`config.mk`:
```
export PLATFORM = sky130hd
export DESIGN_NAME = keypad_entry
export DESIGN_NICKNAME = d
export VERILOG_FILES = /design/src/rtl/keypad_entry.sv
export SDC_FILE = /design/constraint.sdc
export NUM_CORES = 1
export LEC_CHECK = 0
export CORE_MARGIN = 4
export CORE_UTILIZATION = 31
export DETAILED_ROUTE_END_ITERATION = 16
export PLACE_DENSITY = 0.47
export SLEW_MARGIN = 0
export SYNTH_ARGS = -nofsm -noshare
export SYNTH_HDL_FRONTEND = slang
export SYNTH_SLANG_ARGS = --single-unit
```
`constraint.sdc`:
```
create_clock -name clock -period 3.3 [get_ports clock]
set_clock_uncertainty 0.15 [all_clocks]
set_input_delay 0.495 -clock clock [delete_from_list [all_inputs] [get_ports clock]]
set_output_delay 0.495 -clock clock [all_outputs]
set_load 0.03 [all_outputs]
```
`src/rtl/keypad_entry.sv`:
```
// Keypad time-entry front end: synchronises and debounces a one-hot 10-key pad and
// shifts each accepted digit into a 4-digit BCD MM:SS entry register.
module keypad_entry #(
  parameter int unsigned DEBOUNCE_CYCLES = 4,
  parameter int unsigned CNT_W           = 3
) (
  input  logic       clock,
  input  logic       clear,
  input  logic [9:0] keypad,
  input  logic       entry_en,
  input  logic       entry_clr,
  output logic [3:0] mins_tens,
  output logic [3:0] mins_ones,
  output logic [3:0] sec_tens,
  output logic [3:0] sec_ones,
  output logic       key_strobe,
  output logic       time_nonzero
);

  localparam int unsigned KEYS    = 10;
  localparam int unsigned DIG_W   = 4;
  localparam int unsigned DIGITS  = 4;
  localparam int unsigned ENTRY_W = DIGITS * DIG_W;
  localparam int unsigned KEEP_W  = ENTRY_W - DIG_W;

  localparam logic [CNT_W-1:0] CNT_ONE  = CNT_W'(1);
  localparam logic [CNT_W-1:0] CNT_DONE = CNT_W'(DEBOUNCE_CYCLES);
  // With a one-sample debounce the first matching sample is already the accepting one.
  localparam bit               FAST     = (DEBOUNCE_CYCLES == 1);

  typedef enum logic [1:0] {
    S_IDLE,
    S_PRESS,
    S_HELD,
    S_RELEASE
  } state_e;

  state_e              state_q;
  logic [KEYS-1:0]     kp_q;
  logic [KEYS-1:0]     key_ref_q;
  logic [CNT_W-1:0]    cnt_q;
  logic [ENTRY_W-1:0]  digits_q;
  logic [ENTRY_W-1:0]  digits_d;
  logic                strobe_q;

  logic                valid_key;
  logic                kp_zero;
  logic                ref_match;
  logic                accept;
  logic [CNT_W-1:0]    cnt_inc;
  logic [KEYS-1:0]     acc_key;
  logic [DIG_W-1:0]    key_idx;

  function automatic logic [DIG_W-1:0] bcd_of(input logic [KEYS-1:0] k);
    logic [DIG_W-1:0] idx;
    idx = '0;
    for (int unsigned i = 0; i < KEYS; i++) begin
      if (k[i]) idx = DIG_W'(i);
    end
    return idx;
  endfunction

  // Accept decision and next value of the entry register
  always_comb begin
    valid_key = (kp_q != '0) && ((kp_q & (kp_q - KEYS'(1))) == '0);
    kp_zero   = (kp_q == '0);
    ref_match = (kp_q == key_ref_q);
    cnt_inc   = cnt_q + CNT_ONE;
    accept    = 1'b0;
    acc_key   = key_ref_q;
    digits_d  = digits_q;

    if (entry_en) begin
      unique case (state_q)
        S_IDLE: begin
          if (FAST && valid_key) begin
            accept  = 1'b1;
            acc_key = kp_q;
          end
        end
        S_PRESS: begin
          if (ref_match && (cnt_inc == CNT_DONE)) accept = 1'b1;
        end
        default: accept = 1'b0;
      endcase
    end

    key_idx = bcd_of(acc_key);

    if (entry_en) begin
      if (entry_clr && accept) begin
        digits_d = {{KEEP_W{1'b0}}, key_idx};
      end else if (entry_clr) begin
        digits_d = '0;
      end else if (accept) begin
        digits_d = {digits_q[KEEP_W-1:0], key_idx};
      end
    end
  end

  // Input register, debounce FSM and entry register
  always_ff @(posedge clock) begin
    if (clear) begin
      state_q   <= S_IDLE;
      cnt_q     <= '0;
      key_ref_q <= '0;
      kp_q      <= '0;
      digits_q  <= '0;
      strobe_q  <= 1'b0;
    end else begin
      kp_q     <= keypad;
      digits_q <= digits_d;
      strobe_q <= accept;

      if (!entry_en) begin
        state_q <= S_IDLE;
        cnt_q   <= '0;
      end else begin
        unique case (state_q)
          S_IDLE: begin
            if (valid_key) begin
              key_ref_q <= kp_q;
              if (FAST) begin
                state_q <= S_HELD;
                cnt_q   <= '0;
              end else begin
                state_q <= S_PRESS;
                cnt_q   <= CNT_ONE;
              end
            end
          end
          S_PRESS: begin
            if (!ref_match) begin
              state_q <= S_IDLE;
              cnt_q   <= '0;
            end else if (accept) begin
              state_q <= S_HELD;
              cnt_q   <= '0;
            end else begin
              cnt_q <= cnt_inc;
            end
          end
          S_HELD: begin
            if (kp_zero) begin
              if (FAST) begin
                state_q <= S_IDLE;
                cnt_q   <= '0;
              end else begin
                state_q <= S_RELEASE;
                cnt_q   <= CNT_ONE;
              end
            end
          end
          S_RELEASE: begin
            // Any bounce back to a nonzero code means the key is still down.
            if (!kp_zero) begin
              state_q <= S_HELD;
              cnt_q   <= '0;
            end else if (cnt_inc == CNT_DONE) begin
              state_q <= S_IDLE;
              cnt_q   <= '0;
            end else begin
              cnt_q <= cnt_inc;
            end
          end
          default: begin
            state_q <= S_IDLE;
            cnt_q   <= '0;
          end
        endcase
      end
    end
  end

  assign mins_tens    = digits_q[4*DIG_W-1 -: DIG_W];
  assign mins_ones    = digits_q[3*DIG_W-1 -: DIG_W];
  assign sec_tens     = digits_q[2*DIG_W-1 -: DIG_W];
  assign sec_ones     = digits_q[DIG_W-1   -: DIG_W];
  assign key_strobe   = strobe_q;
  assign time_nonzero = |digits_q;

endmodule

```
Word level (Yosys, flattened, before mapping)
Cells that the tools add are included.

operators by class
  $add $sub $neg = 2
  equal/unequal tests = 9
  multiplexer cells = 29
  bitwise gates (word level) = 2
  reduce and logical (&&, ||, !) cells = 14

operator list
  kind                     count
  $mux W16                 3
  $mux W4                  8
  $logic_not A10 Y1        2
  $mux W3                  6
  $reduce_or A16 Y1        1
  $mux W2                  6
  $pmux W3 S4              1
  $and A10 B10 Y10         1
  $eq A10 B10 Y1           1
  $reduce_bool A10 Y1      1
  $sub A10 B1 Y10 const B  1
  $pmux W2 S4              1
  $ne A3 B3 Y1 const B     2
  $eq A2 B2 Y1 const B     2
  $mux W1                  4
  $ne A2 B2 Y1 const B     2
  $reduce_and A2 Y1        2
  $reduce_and A4 Y1        1
  $add A3 B1 Y3 const B    1
  $eq A3 B3 Y1 const B     1
  $logic_and A1 B1 Y1      3
  $reduce_and A3 Y1        1
  $reduce_bool A3 Y1       1
  $eq A2 B1 Y1 const B     1
  3 further kinds          3

storage, ports and cells
  register bits after elaboration = 42
  input port bits = 14
  output and inout bits = 18
  word-level logic and storage cells = 62

Logic depth before layout (Yosys ltp)
  word-level depth = 12
  gate-level depth with buffers = 7
  gate-level depth less buffers = 7

Worst setup path after synthesis
No wires, ideal clock.

  kind = reg2reg
  start = reg kp_q[0]
  end = reg key_ref_q[0] (netlist: acc_key[0])
  setup time = 125 ps
  data arrival time = 2091 ps
  path slack = 934 ps
  cell stages (with the launch flop) = 8
  buffers on the path = 1
  clock period less this slack = 2366 ps
  path through = dfxtp_1 > or4_4 > nor4b_1 > o31ai_2 > a2111oi_2 > buf_6 > mux2i_1 > nor2_1

on the way
  longest elaborated chain between the ends = 5
  elaborated cells between the ends (all ways) = 6
  those cells by class = add/sub (1); bitwise (1); reduce/logical (4)

ends and longest elaborated chain
  element                      line  text
  from (decl)                  39    logic [KEYS-1:0] kp_q;
  from (signal assigned)       111   kp_q <= keypad;
  $sub A10 B1 Y10              65    valid_key = (kp_q != '0) && ((kp_q & (kp_q - KEYS'(1))) == '0);
  $and A10 B10 Y10             65
  $logic_not A10 Y1            65
  $logic_and A1 B1 Y1          65
  $reduce_and A3 Y1 (no line)  n/a
  to (signal assigned)         122   key_ref_q <= kp_q;
  to (decl)                    40    logic [KEYS-1:0] key_ref_q;

Parallel ways exist; a longest one is shown, timed or not.
A chain may end at the register's enable or synchronous reset.

Worst setup path in the final report
  start = reg kp_q[1]
  end = reg key_ref_q[0] (netlist: acc_key[0])

on the way
  longest elaborated chain between the ends = 5
  elaborated cells between the ends (all ways) = 6
  those cells by class = add/sub (1); bitwise (1); reduce/logical (4)

ends and longest elaborated chain
  element                          line
  $sub A10 B1 Y10                  65
  $and A10 B10 Y10                 65
  $logic_not A10 Y1                65
  $logic_and A1 B1 Y1 (*)          65
  $reduce_and A3 Y1 (no line) (*)  n/a

Every way passes the cells marked *; elsewhere a longest branch is shown, timed or not.

==> flow_summary.json <==
{
  "vias": 1544,
  "worstMarginPinSlew_ns": 0.5320,
  "synth-main-ff-cell": "dfxtp_1",
  "portBuffers": 31,
  "grt_pass1_vias": 1506,
  "io_pins": 32,
  "critical_path_class": "reg -> reg",
  "post_cts_resized": 0,
  "coreArea_sq_um": 5956,
  "antenna_found_initial": 0,
  "clk_latency_ns": 0.29,
  "wirelength_mm": 4.266,
  "die_h_um": 86.35,
  "synth_fa_ha_area_frac": 0.01841,
  "whs_ns": 0.3152,
  "clockBufferDepth": 2,
  "cts_sinks": 42,
  "drtPass1Iterations": 4,
  "p_total_uw": 959.0,
  "synth.ff_latch_count": 42,
  "initial_utilization": 0.3195,
  "viasPerCell": 4.765,
  "postCtsSetupRepairBufs": 0,
  "drv_cap": 0,
  "synthesis.area_sq_um": 1903,
  "fin_nets": 264,
  "first_iter_violations": 62,
  "area_growth_pct": 24.66,
  "grt_max_degree": 33,
  "period_share": 0.7765,
  "synth_compound_area_frac": 0.1137,
  "yosysSeqAreaShare": 0.4418,
  "yosysUniqueCellTypes": 40,
  "worstPathArrival_ns": 2.58,
  "p_sw_uw": 225.3,
  "worstHoldPathType": "reg -> reg",
  "cp_max_fo": 10,
  "cts_buffers": 5,
  "dpl.hpwl_mm": 3.098,
  "period_needed_ns": 2.563,
  "htreeDepth": 2,
  "sequentialPowerShare": 0.557,
  "synthCells": 216,
  "p_leak_uw": 0.0007932,
  "num_rows": 28,
  "root_buffer": "clkbuf_8",
  "fp.dieW_um": 86.35,
  "max-slew-margin-rel": 0.6421,
  "synth-edff-count": 0,
  "synth-simple-area-share": 0.2768,
  "gr-total-overflow": 0,
  "ys.warnings.count": 0,
  "grt_pass1_wl_mm": 7.438,
  "p_int_uw": 733.7,
  "hold_buffers": 0,
  "grt.total_usage": 0.1255,
  "rsz0062_at_grt": "false",
  "ant_nets": 0,
  "setup_viol": 0,
  "yosys-mux-area-fraction": 0.05260,
  "drc": 0,
  "required_ns": 3.32,
  "synthArstFlopShare": 0,
  "synth_top_family_by_area": "simple AND/OR/NAND/NOR gates",
  "combPwrFrac": 0.094,
  "synth-xor-area-share": 0.05523,
  "cp-start-kind": "flop",
  "slowest_stage": "or4_4",
  "die-area_sq_um": 7456,
  "syn_nets": 232,
  "drive_gt1_frac": 0.06827,
  "p_clk_frac": 0.349,
  "hold_viol": 0,
  "status": "complete, no violations",
  "endpoint_kind": "flop",
  "cts_tree": "built",
  "fin_tns_setup_ns": 0,
  "routabilityCongestion": 0.7309,
  "p_sw_frac": 0.2349,
  "n_fill_cell": 635,
  "wl_per_cell_um": 13.17,
  "final_max_slew_viol_count": 0,
  "fmaxAchievable_ghz": 0.3902,
  "synth.avg_cell_area_sq_um": 8.811,
  "path_clk_slew_ns": 0.07,
  "diodes": 0,
  "crit_path_cell_trace": "or4_4, nor4b_1, o31ai_2, a2111oi_2, buf_4, mux2i_1, nor2_1",
  "vdd_drop_max_mv": 0.2673,
  "power_density_nw_per_um2": 404.3,
  "slowest_delay_ns": 0.55
}
## synth_stat cells (2+ instances only)
library cell / n / share of area
a211oi_1: 2 / 0.0079
a21oi_1: 8 / 0.021
and3_1: 2 / 0.0066
buf_6: 2 / 0.012
clkbuf_1: 7 / 0.014
dfxtp_1: 42 / 0.44
ha_1: 2 / 0.013
inv_1: 4 / 0.0079
mux2i_1: 10 / 0.053
nand2_1: 18 / 0.036
nand2b_1: 2 / 0.0066
nand3_1: 18 / 0.047
nand4_1: 5 / 0.016
nor2_1: 17 / 0.034
nor2b_1: 13 / 0.043
nor3_1: 4 / 0.011
nor4_1: 6 / 0.020
nor4b_1: 2 / 0.0092
o21ai_0: 2 / 0.0053
o21ai_1: 17 / 0.045
o31ai_1: 2 / 0.0079
or2b_1: 2 / 0.0079
or4_1: 2 / 0.0079
xnor2_1: 9 / 0.041
xor2_1: 3 / 0.014
## flip-flops by register name, summed over array words and instances, names as in the netlist
register and flops:
acc_key 10, cnt_q 3, digits_q 16, key_strobe 1
kp_q 10, state_q 2
## final timing paths
kind	to	depth (start not counted)	from	slack, ns
worst min register to register	cnt_q[2]$_SDFFE_PP0P_	2	cnt_q[2]$_SDFFE_PP0P_	0.32
worst max register to register	acc_key[0]$_SDFFE_PP0P_	7	kp_q[1]$_SDFF_PP0_	0.74
worst min-delay path	cnt_q[2]$_SDFFE_PP0P_	2	cnt_q[2]$_SDFFE_PP0P_	0.32
worst max-delay path	acc_key[0]$_SDFFE_PP0P_	7	kp_q[1]$_SDFF_PP0_	0.74
## power by group through the flow
stage | clock, uW | sequential [uW] | combinational, uW
2_1_floorplan | 0 | 540 | 65.2
3_3_place_gp | 0 | 546 | 91.7
3_5_place_dp | 0 | 546 | 91.4
4_1_cts | 354 | 534 | 91.6
5_1_grt | 379 | 537 | 102
6_report | 335 | 534 | 90.2
## through the flow
| step | setup slack, ns | util | std cells | cell area (sq um) |
|---|---|---|---|---|
| floorplan | 0.9337 | - | 216 | 1903 |
| detailed placement | 0.7636 | 0.3830 | 316 | 2281 |
| CTS | 0.7498 | 0.3983 | 324 | 2372 |
| global placement | 0.7954 | 0.3830 | 316 | 2281 |
| finish | 0.7374 | 0.3983 | 324 | 2372 |
| global route | 0.5952 | 0.3983 | 324 | 2372 |
## critical path: cells and delay by family, from the launching register on
kind	cells	cell delay, ns
AOI/OAI and AO/OA	2	0.48
DFF	1	0.36
and+or+nand+nor	3	0.97
buffers and inverters	1	0.28
muxes	1	0.22
## final cells by class
| class | instances | area (sq um) | share of cell area |
|---|---|---|---|
| Inverter | 4 | 15.01 | 0.006329 |
| Timing Repair Buffer | 36 | 347.8 | 0.1466 |
| Multi-Input combinational cell | 159 | 983.4 | 0.4146 |
| Clock inverter | 1 | 5.005 | 0.002110 |
| Tap cell | 75 | 93.84 | 0.03956 |
| Clock buffer | 7 | 86.33 | 0.03639 |
| Sequential cell | 42 | 840.8 | 0.3544 |
## per-layer routing
metal / vias to the layer above / global-route usage / share of wire
met4: 0 / 0.03824 / 0.0094
met3: 4 / 0.03992 / 0.043
li1: 827 / - / -
met2: 25 / 0.1926 / 0.43
met5: - / 0 / 0
met1: 688 / 0.1681 / 0.51
## layout by cell type, fill, tap and decap left out, types with 2 or more instances in the layout
cell | netlist | routed
a211oi_1 | 2 | 2
a21oi_1 | 8 | 8
and3_1 | 2 | 2
buf_4 | 0 | 5
clkbuf_8 | 0 | 6
clkdlybuf4s50_1 | 0 | 31
dfxtp_1 | 42 | 42
ha_1 | 2 | 2
inv_1 | 4 | 4
mux2i_1 | 10 | 10
nand2_1 | 18 | 18
nand2b_1 | 2 | 2
nand3_1 | 18 | 18
nand4_1 | 5 | 5
nor2_1 | 17 | 17
nor2b_1 | 13 | 13
nor3_1 | 4 | 4
nor4_1 | 6 | 6
nor4b_1 | 2 | 2
o21ai_0 | 2 | 2
o21ai_1 | 17 | 17
o31ai_1 | 2 | 2
or2b_1 | 2 | 2
or4_1 | 2 | 2
xnor2_1 | 9 | 9
xor2_1 | 3 | 3
## kinds of logic (layout without fill, tap and decap cells)
| family | after synthesis | in the layout |
|---|---|---|
| DFF | 42 | 42 |
| AOI/OAI and AO/OA | 36 | 36 |
| buffers and inverters | 15 | 48 |
| and+or+nand+nor | 98 | 98 |
| muxes | 10 | 10 |
| adders and majority gates | 3 | 3 |
| xor gates and xnor gates | 12 | 12 |
Note: power is estimated with default switching activity, not from simulation.
